[config.mk]
export PLATFORM = sky130hd
export DESIGN_NAME = muldiv_unit
export DESIGN_NICKNAME = d
export VERILOG_FILES = /design/src/rtl/muldiv_unit.sv
export SDC_FILE = /design/constraint.sdc
export NUM_CORES = 1
export LEC_CHECK = 0
export CAP_MARGIN = 20
export CORE_ASPECT_RATIO = 1.75
export CORE_MARGIN = 3
export CORE_UTILIZATION = 55
export CTS_CLUSTER_SIZE = 20
export DETAILED_ROUTE_END_ITERATION = 8
export PLACE_DENSITY_LB_ADDON = 0.1
export SLEW_MARGIN = 20
export SYNTH_ARGS = -nofsm -noshare
export SYNTH_HDL_FRONTEND = slang
export SYNTH_SLANG_ARGS = --single-unit
[constraint.sdc]
create_clock -name clk -period 5 [get_ports clk]
set_clock_uncertainty 0.1 [all_clocks]
set_input_delay 1 -clock clk [delete_from_list [all_inputs] [get_ports clk]]
set_output_delay 1 -clock clk [all_outputs]
set_load 0.02 [all_outputs]
[src/rtl/muldiv_unit.sv]
`default_nettype none
// ============================================================================
// Module      : muldiv_unit
// Description : Iterative RISC-V M-extension unit (MUL/MULH/MULHSU/MULHU/
//               DIV/DIVU/REM/REMU). Radix-2 restoring divider and shift-add
//               multiplier sharing one accumulator; stalls the pipe while
//               busy and pulses done_o with the result.
//               Optional macro MULDIV_FAST_MUL_EN: multiplies use a single-
//               cycle combinational multiplier instead of the iterative path.
// Revision    : 1.0 - initial release
// ============================================================================
module muldiv_unit #(
    parameter int XLEN = 32
) (
    input  logic            clk,
    input  logic            rst_n,
    input  logic            req_i,
    input  logic [2:0]      m_ops_i,
    input  logic [XLEN-1:0] operand_1_i,
    input  logic [XLEN-1:0] operand_2_i,
    input  logic            kill_i,
    output logic            stall_o,
    output logic            done_o,
    output logic [XLEN-1:0] result_o
);

    localparam int              c_cnt_w    = $clog2(XLEN);
    localparam logic [c_cnt_w-1:0] c_cnt_init = c_cnt_w'(XLEN - 1);

    localparam logic [2:0] c_op_mul    = 3'd0;
    localparam logic [2:0] c_op_mulh   = 3'd1;
    localparam logic [2:0] c_op_mulhsu = 3'd2;
    localparam logic [2:0] c_op_div    = 3'd4;
    localparam logic [2:0] c_op_rem    = 3'd6;

    typedef enum logic [1:0] {
        IDLE = 2'd0,
        CALC = 2'd1,
        SIGN = 2'd2,
        DONE = 2'd3
    } state_t;

    state_t               r_state;
    state_t               w_state_next;
    logic [c_cnt_w-1:0]   r_cnt;
    // Shared accumulator: {partial remainder, quotient} for divide,
    // product (low 2*XLEN bits) for multiply.
    logic [2*XLEN:0]      r_acc;
    logic [XLEN-1:0]      r_divisor;     // divisor, or multiplicand
    logic [2:0]           r_op;
    logic                 r_neg;
    logic [XLEN-1:0]      r_res_new;     // result of the op in flight
    logic [XLEN-1:0]      r_result;      // last delivered result

    // ------------------------------------------------------------------
    // Request decode and operand conditioning
    // ------------------------------------------------------------------
    logic            w_accept;
    logic            w_is_div;
    logic            w_signed_1;
    logic            w_signed_2;
    logic            w_s1;
    logic            w_s2;
    logic            w_neg;
    logic [XLEN-1:0] w_abs_1;
    logic [XLEN-1:0] w_abs_2;
    logic            w_div_zero;
    logic            w_overflow;
    logic            w_early;
    logic [XLEN-1:0] w_early_res;

    assign w_accept   = (r_state == IDLE) && req_i && !kill_i;
    assign w_is_div   = m_ops_i[2];
    assign w_signed_1 = (m_ops_i == c_op_mulh) || (m_ops_i == c_op_mulhsu) ||
                        (m_ops_i == c_op_div)  || (m_ops_i == c_op_rem);
    assign w_signed_2 = (m_ops_i == c_op_mulh) || (m_ops_i == c_op_div) ||
                        (m_ops_i == c_op_rem);
    assign w_s1       = w_signed_1 && operand_1_i[XLEN-1];
    assign w_s2       = w_signed_2 && operand_2_i[XLEN-1];
    assign w_abs_1    = w_s1 ? (~operand_1_i + 1'b1) : operand_1_i;
    assign w_abs_2    = w_s2 ? (~operand_2_i + 1'b1) : operand_2_i;
    // Remainder follows the dividend sign; quotient and product use s1^s2.
    assign w_neg      = (w_is_div && m_ops_i[1]) ? w_s1 : (w_s1 ^ w_s2);

    assign w_div_zero = w_is_div && (operand_2_i == '0);
    assign w_overflow = w_is_div && !m_ops_i[0] &&
                        (operand_1_i == {1'b1, {(XLEN-1){1'b0}}}) &&
                        (operand_2_i == '1);
    assign w_early    = w_div_zero || w_overflow;
    // REM/REMU return the dividend on /0; DIV/DIVU return all ones.
    // Signed overflow: quotient is the dividend (MIN), remainder zero.
    assign w_early_res = w_div_zero ? (m_ops_i[1] ? operand_1_i : '1)
                                    : (m_ops_i[1] ? '0 : operand_1_i);

`ifdef MULDIV_FAST_MUL_EN
    logic [2*XLEN-1:0] w_fast_prod;
    logic [2*XLEN-1:0] w_fast_signed;
    logic [XLEN-1:0]   w_fast_res;

    assign w_fast_prod   = {{XLEN{1'b0}}, w_abs_1} * {{XLEN{1'b0}}, w_abs_2};
    assign w_fast_signed = w_neg ? (~w_fast_prod + 1'b1) : w_fast_prod;
    assign w_fast_res    = (m_ops_i == c_op_mul) ? w_fast_signed[XLEN-1:0]
                                                 : w_fast_signed[2*XLEN-1:XLEN];
`endif

    // ------------------------------------------------------------------
    // Iteration datapath
    // ------------------------------------------------------------------
    logic [XLEN+1:0] w_trial;
    logic            w_borrow;
    logic [2*XLEN:0] w_div_next;
    logic [XLEN:0]   w_mul_sum;
    logic [2*XLEN:0] w_mul_next;

    // Restoring step: (remainder << 1 | next dividend bit) - divisor.
    assign w_trial    = r_acc[2*XLEN:XLEN-1] - {2'b00, r_divisor};
    assign w_borrow   = w_trial[XLEN+1];
    assign w_div_next = w_borrow ? {r_acc[2*XLEN-1:0], 1'b0}
                                 : {w_trial[XLEN:0], r_acc[XLEN-2:0], 1'b1};

    // Shift-add step: add multiplicand into the upper half when the current
    // multiplier bit is set, then shift the whole product right by one.
    assign w_mul_sum  = {1'b0, r_acc[2*XLEN-1:XLEN]} +
                        (r_acc[0] ? {1'b0, r_divisor} : {(XLEN+1){1'b0}});
    assign w_mul_next = {1'b0, w_mul_sum, r_acc[XLEN-1:1]};

    // ------------------------------------------------------------------
    // Sign fix-up and half selection
    // ------------------------------------------------------------------
    logic [XLEN-1:0]   w_div_mag;
    logic [XLEN-1:0]   w_div_res;
    logic [2*XLEN-1:0] w_prod_s;
    logic [XLEN-1:0]   w_mul_res;
    logic [XLEN-1:0]   w_sign_res;

    assign w_div_mag  = r_op[1] ? r_acc[2*XLEN-1:XLEN] : r_acc[XLEN-1:0];
    assign w_div_res  = r_neg ? (~w_div_mag + 1'b1) : w_div_mag;
    assign w_prod_s   = r_neg ? (~r_acc[2*XLEN-1:0] + 1'b1) : r_acc[2*XLEN-1:0];
    assign w_mul_res  = (r_op == c_op_mul) ? w_prod_s[XLEN-1:0]
                                           : w_prod_s[2*XLEN-1:XLEN];
    assign w_sign_res = r_op[2] ? w_div_res : w_mul_res;

    // ------------------------------------------------------------------
    // Control
    // ------------------------------------------------------------------
    // State register.
    always_ff @(posedge clk or negedge rst_n) begin
        if (!rst_n) begin
            r_state <= IDLE;
        end else begin
            r_state <= w_state_next;
        end
    end

    // Next-state logic; a kill in any state returns to IDLE.
    always_comb begin
        w_state_next = r_state;
        case (r_state)
            IDLE: begin
                if (w_accept) begin
                    if (w_early) begin
                        w_state_next = DONE;
`ifdef MULDIV_FAST_MUL_EN
                    end else if (!w_is_div) begin
                        w_state_next = DONE;
`endif
                    end else begin
                        w_state_next = CALC;
                    end
                end
            end
            CALC: begin
                if (r_cnt == '0) begin
                    w_state_next = SIGN;
                end
            end
            SIGN:    w_state_next = DONE;
            DONE:    w_state_next = IDLE;
            default: w_state_next = IDLE;
        endcase
        if (kill_i) begin
            w_state_next = IDLE;
        end
    end

    assign stall_o  = w_accept || (r_state == CALC) || (r_state == SIGN);
    assign done_o   = (r_state == DONE) && !kill_i;
    assign result_o = done_o ? r_res_new : r_result;

    // Datapath registers: operand capture, iteration, fix-up, result hold.
    always_ff @(posedge clk or negedge rst_n) begin
        if (!rst_n) begin
            r_cnt     <= '0;
            r_acc     <= '0;
            r_divisor <= '0;
            r_op      <= '0;
            r_neg     <= 1'b0;
            r_res_new <= '0;
            r_result  <= '0;
        end else begin
            case (r_state)
                IDLE: begin
                    if (w_accept) begin
                        r_op      <= m_ops_i;
                        r_neg     <= w_neg;
                        r_cnt     <= c_cnt_init;
                        r_divisor <= w_abs_2;
                        r_acc     <= {{(XLEN+1){1'b0}}, w_abs_1};
                        if (w_early) begin
                            r_res_new <= w_early_res;
`ifdef MULDIV_FAST_MUL_EN
                        end else if (!w_is_div) begin
                            r_res_new <= w_fast_res;
`endif
                        end
                    end
                end
                CALC: begin
                    r_acc <= r_op[2] ? w_div_next : w_mul_next;
                    r_cnt <= r_cnt - 1'b1;
                end
                SIGN: begin
                    r_res_new <= w_sign_res;
                end
                DONE: begin
                    if (!kill_i) begin
                        r_result <= r_res_new;
                    end
                end
                default: ;
            endcase
        end
    end

endmodule
`default_nettype wire
* After elaboration in Yosys (flattened, before gate mapping)
Cells that the tools add are included.
** Storage, ports and cells
- Register bits :: 172
- Bits of input ports :: 71
- Word-level logic and storage cells :: 92
- Output and inout bits :: 34
** Operators by class
- Equality and inequality tests :: 13
- Reduce and logical (&&, ||, !) cells :: 31
- Mux-type cells :: 27
- Bitwise operators :: 6
- $add $sub $neg :: 7
** Operators by type and width (number)
- 32-bit two-way mux :: 13
- 65-bit two-way mux :: 3
- 65-bit one-hot mux with 2 select lines :: 1
- 32-bit by 1-bit adder with 32-bit output (second input constant) :: 3
- 32-bit NOT :: 3
- 64-bit by 1-bit adder with 64-bit output (second input constant) :: 1
- 32-bit == test (second input constant) :: 2
- 64-bit two-way mux :: 1
- 64-bit NOT :: 1
- 32-bit one-hot mux with 2 select lines :: 1
- 34-bit by 32-bit subtractor with 34-bit output :: 1
- 32-bit by 32-bit adder with 33-bit output :: 1
- 32-bit zero test :: 1
- 1-bit logical AND :: 10
- 5-bit one-hot mux with 2 select lines :: 1
- 1-bit logical OR :: 8
- 2-bit two-way mux :: 4
- 2-bit one-hot mux with 4 select lines :: 1
- 2-bit AND reduction :: 4
- 3-bit == test (second input constant) :: 2
- 3-bit != test (second input constant) :: 2
- 5-bit zero test :: 1
- 5-bit two-way mux :: 1
- 5-bit by 1-bit subtractor with 5-bit output (second input constant) :: 1
- other kinds (13) :: 17

* Depth between registers and ports, before layout
- Word-level depth :: 9
- Depth in mapped cells :: 15
- Mapped depth without buffers :: 13

* Least setup slack after synthesis
No wires, ideal clock.
- Path kind :: reg-to-reg
- Start :: register r_op[1]
- End :: register r_res_new[26]
- Period minus slack after synthesis :: 4.407 ns
- Data required time :: 4.773 ns
- Setup time :: 0.127 ns
- Setup slack :: 0.593 ns
- Arrival :: 4.181 ns
- Stages on the path, launching flop included :: 16
- Cells stage by stage :: dfrtp_1 > buf_2 > buf_2 > buf_1 > buf_1 > clkbuf_1 > mux2i_1 > ha_1 > o21ai_0 > nor4_1 > or4b_2 > or2_2 > o21ai_0 > xor2_1 > a211oi_1 > a21oi_1
** Between the ends
- Longest elaborated chain between the ends :: 6
** Ends and longest elaborated chain
- from (decl) :: RTL line 50 : logic [2:0] r_op;
- from (signal assigned) :: RTL line 204 : r_op <= m_ops_i;
- 32-bit two-way mux :: RTL line 136 : assign w_div_mag = r_op[1] ? r_acc[2*XLEN-1:XLEN] : r_acc[XLEN-1:0];
- 32-bit NOT :: RTL line 137 : assign w_div_res = r_neg ? (~w_div_mag + 1'b1) : w_div_mag;
- 32-bit by 1-bit adder with 32-bit output :: RTL line 137
- 32-bit two-way mux :: RTL line 137
- 32-bit two-way mux * :: RTL line 141 : assign w_sign_res = r_op[2] ? w_div_res : w_mul_res;
- 32-bit one-hot mux with 2 select lines * :: RTL line 201 : case (r_state)
- to (signal assigned) :: RTL line 210 : r_res_new <= w_early_res;
- to (signal assigned) :: RTL line 223 : r_res_new <= w_sign_res;
- to (decl) :: RTL line 52 : logic [XLEN-1:0] r_res_new;
Every way passes the cells marked *; elsewhere a longest branch is shown, timed or not.
A chain may end at the register's enable or synchronous reset.

* Final worst setup path
Same ends and word-level chain as after synthesis.

==> metrics <==
Clock Power Share=13.4%; post-DP HPWL=45200 µm; pre-CTS setup slack=146 ps; Worst-Margin Slew=1180 ps; antenna violations before repair=1; Hold/Removal Path Class=flop to flop; Peak VDD IR=303 µV; setup tns final=0 ps; delay-heaviest family, CP=simple AND/OR/NAND/NOR gates; Syn-to-layout area delta=11.8%; Skew-Pair Late Insertion Delay=470 ps; Seq/Total Area, Yosys=25.8%; initial DRC count=1254; Slew Limit Fails=0; die width=138 µm; startpoint types=flop; top post-synthesis cells by count=260 x nand2_1, 252 x o21ai_0, 172 x dfrtp_1; cts repair resizes=0; maxcap violations=0; synth unique cells=86; Synth Flop Type=dfrtp_1; routed vias=16900; worst-path maximum fanout=21; combinational share of power=59.8%; Bufs on Longest Clock Path=2; effective utilization at floorplan=56.3%; Critical Path AT=4860 ps; Synth top area share=25.8%; clock-pin slew on the worst setup and hold paths=70 ps; Register Area=4310 µm²; most common cell in the netlist=nand2_1; critical path's slowest cell=nor4_1; first-pass GRT wire length=90700 µm; CP endpoint kind=flop; number of top-level pins=105; largest net degree at the start of global routing=93; crit path cell chain=buf_4, nor4b_1, o221ai_1, nor4_1, or4b_2, or2_2, o21ai_0, xor2_1, a211oi_1, a21oi_1; Port Buffers=104; Total GRT Usage=36.2%; clk root buf=clkbuf_16; final wirelength=59700 µm; Syn Inst Count=2161; Synth async-reset ratio=100%; setup bufs post-CTS=0; CORE AREA=29600 µm²; final worst slack=386 ps; drt drc=0; post-synthesis cell area=16700 µm²; vias per std cell=6.56; final hold vios=0; CTS tree=done; sw power=5.14 mW; Fillers=2744; Synth Register Bits=172; clock period minus worst slack=4610 ps; Ys Warns=0; cell accounting for the most synthesized area=dfrtp_1; Setup Viol. Count Final=0; switching share of power=50.7%; Post-synth EDFFs=0; Fmax=217 MHz; CP Buf/Inv Count=1; Cell Pwr Density=544 nW/µm²; Max-slew headroom=20.9%; grt total ovfl=0; layout cells sized above 1=7.31%; clk sinks=172; Nets=2327; Die Y-Extent=236 µm; RSZ-0062 raised after global routing=false; total power=10.1 mW; Site Rows=83; outcome=finished clean; Synth Area per Inst=7.71 µm²; Reg power frac=26.8%; Area contributors post-synth=dfrtp_1 26%, o21ai_0 7.6%, nand2_1 5.9%, ha_1 5.7%, xnor2_1 5.5%; Inserted Clock Buffers=17; CP max stage delay=920 ps; RD Place Congestion=1.04; worst path required time=5240 ps; Routed WL per cell=23.2 µm; die area=32500 µm²; Crit Path Category=flop to flop; syn nets=2310; post-route ant nets=0; Leak=7.60 nW; vias in the first global route=16400; htree depth=4; CTS Hold Bufs=0; Final Cycle Share=92.3%; P_int=5.00 mW; DRT Pass-1 Iters=6; area occupied by multi-input gates=11500 µm²
[logic make-up after synthesis]
logic type	Yosys count	share of synthesized area (%)
simple gates	682	19.4
compound gates	672	24.9
buf+inv	231	5.51
xor+xnor	194	10.2
flops	172	25.8
mux	112	7.02
fa+ha+maj	98	7.15
[power by group through the flow]
stage | logic (mW) | registers (mW) | clock network (mW)
final | 6.07 | 2.71 | 1.36
after global routing | 6.62 | 2.77 | 1.41
after CTS | 5.96 | 2.67 | 1.37
after detailed placement | 5.93 | 2.70 | 0
after global placement | 5.85 | 2.68 | 0
after floorplan | 4.73 | 2.11 | 0
[tightest hold or removal path, cell delays in order, from the launching register on]
cell     delay (ps)
dfrtp_1         350
nand2_1          50
o21ai_0          60
[registers in the layout (all words and copies together) (netlist names)]
register,flops
r_res_new,32
r_acc,65
r_result,32
r_cnt,5
r_state,2
r_neg,1
r_op,3
r_divisor,32
[layer usage]
| metal | vias to the layer above | GRT usage [%] | routed length [µm] |
|---|---|---|---|
| met5 | - | 0 | 0 |
| met2 | 753 | 63.2 | 30100 |
| li1 | 7837 | - | - |
| met3 | 231 | 4.40 | 3060 |
| met1 | 8045 | 39.2 | 21700 |
| met4 | 0 | 26.6 | 4810 |
[cell type report]
type | instances | area share (%)
inverter | 68 | 1.37
timing repair buffer | 161 | 8.16
sequential | 172 | 23.1
clock inverter | 12 | 0.752
antenna | 1 | 0.0134
multi-input combinational | 1758 | 61.6
clock buffer | 18 | 2.36
tap | 382 | 2.57
[cell usage in the layout (no fill, tap or decap), types with 18 or more instances in the layout]
cell and count:
nand4_1 19, a31oi_1 23, clkdlybuf4s50_1 103, o21ai_0 251, maj3_1 20, nand3_1 29, a22oi_1 18, dfrtp_1 169
nor3_1 56, inv_1 65, o41ai_1 19, xor2_1 89, o31ai_1 38, ha_1 75, nor2_1 162, mux2i_1 73
nor4_1 22, mux2_2 39, a21o_1 19, a21oi_1 151, xnor2_1 104, buf_4 53, o211ai_1 18, nand2_1 260
or3_1 19
[metrics by stage]
step	cell area, µm²	hold slack, ps	utilization, %	instances
2_1_floorplan	16700	338	-	2161
3_3_place_gp	18000	361	61.0	2541
3_5_place_dp	18000	368	61.0	2541
4_1_cts	18600	386	62.9	2571
5_1_grt	18600	405	62.9	2571
6_report	18600	382	63.0	2572
[path summary, 6_finish.rpt]
kind / end / startpoint / slack [ps] / cells past startpoint
min in group asynchronous: r_result[3] / rst_n / 440 / 1
max in group asynchronous: r_cnt[0] / rst_n / 3360 / 2
hold reg to reg: r_divisor[16] / r_divisor[16] / 380 / 2
setup / recovery: r_res_new[26] / r_op[1] / 390 / 10
hold / removal: r_divisor[16] / r_divisor[16] / 380 / 2
setup reg to reg: r_res_new[26] / r_op[1] / 390 / 10
Note: power is estimated with default switching activity, not from simulation.
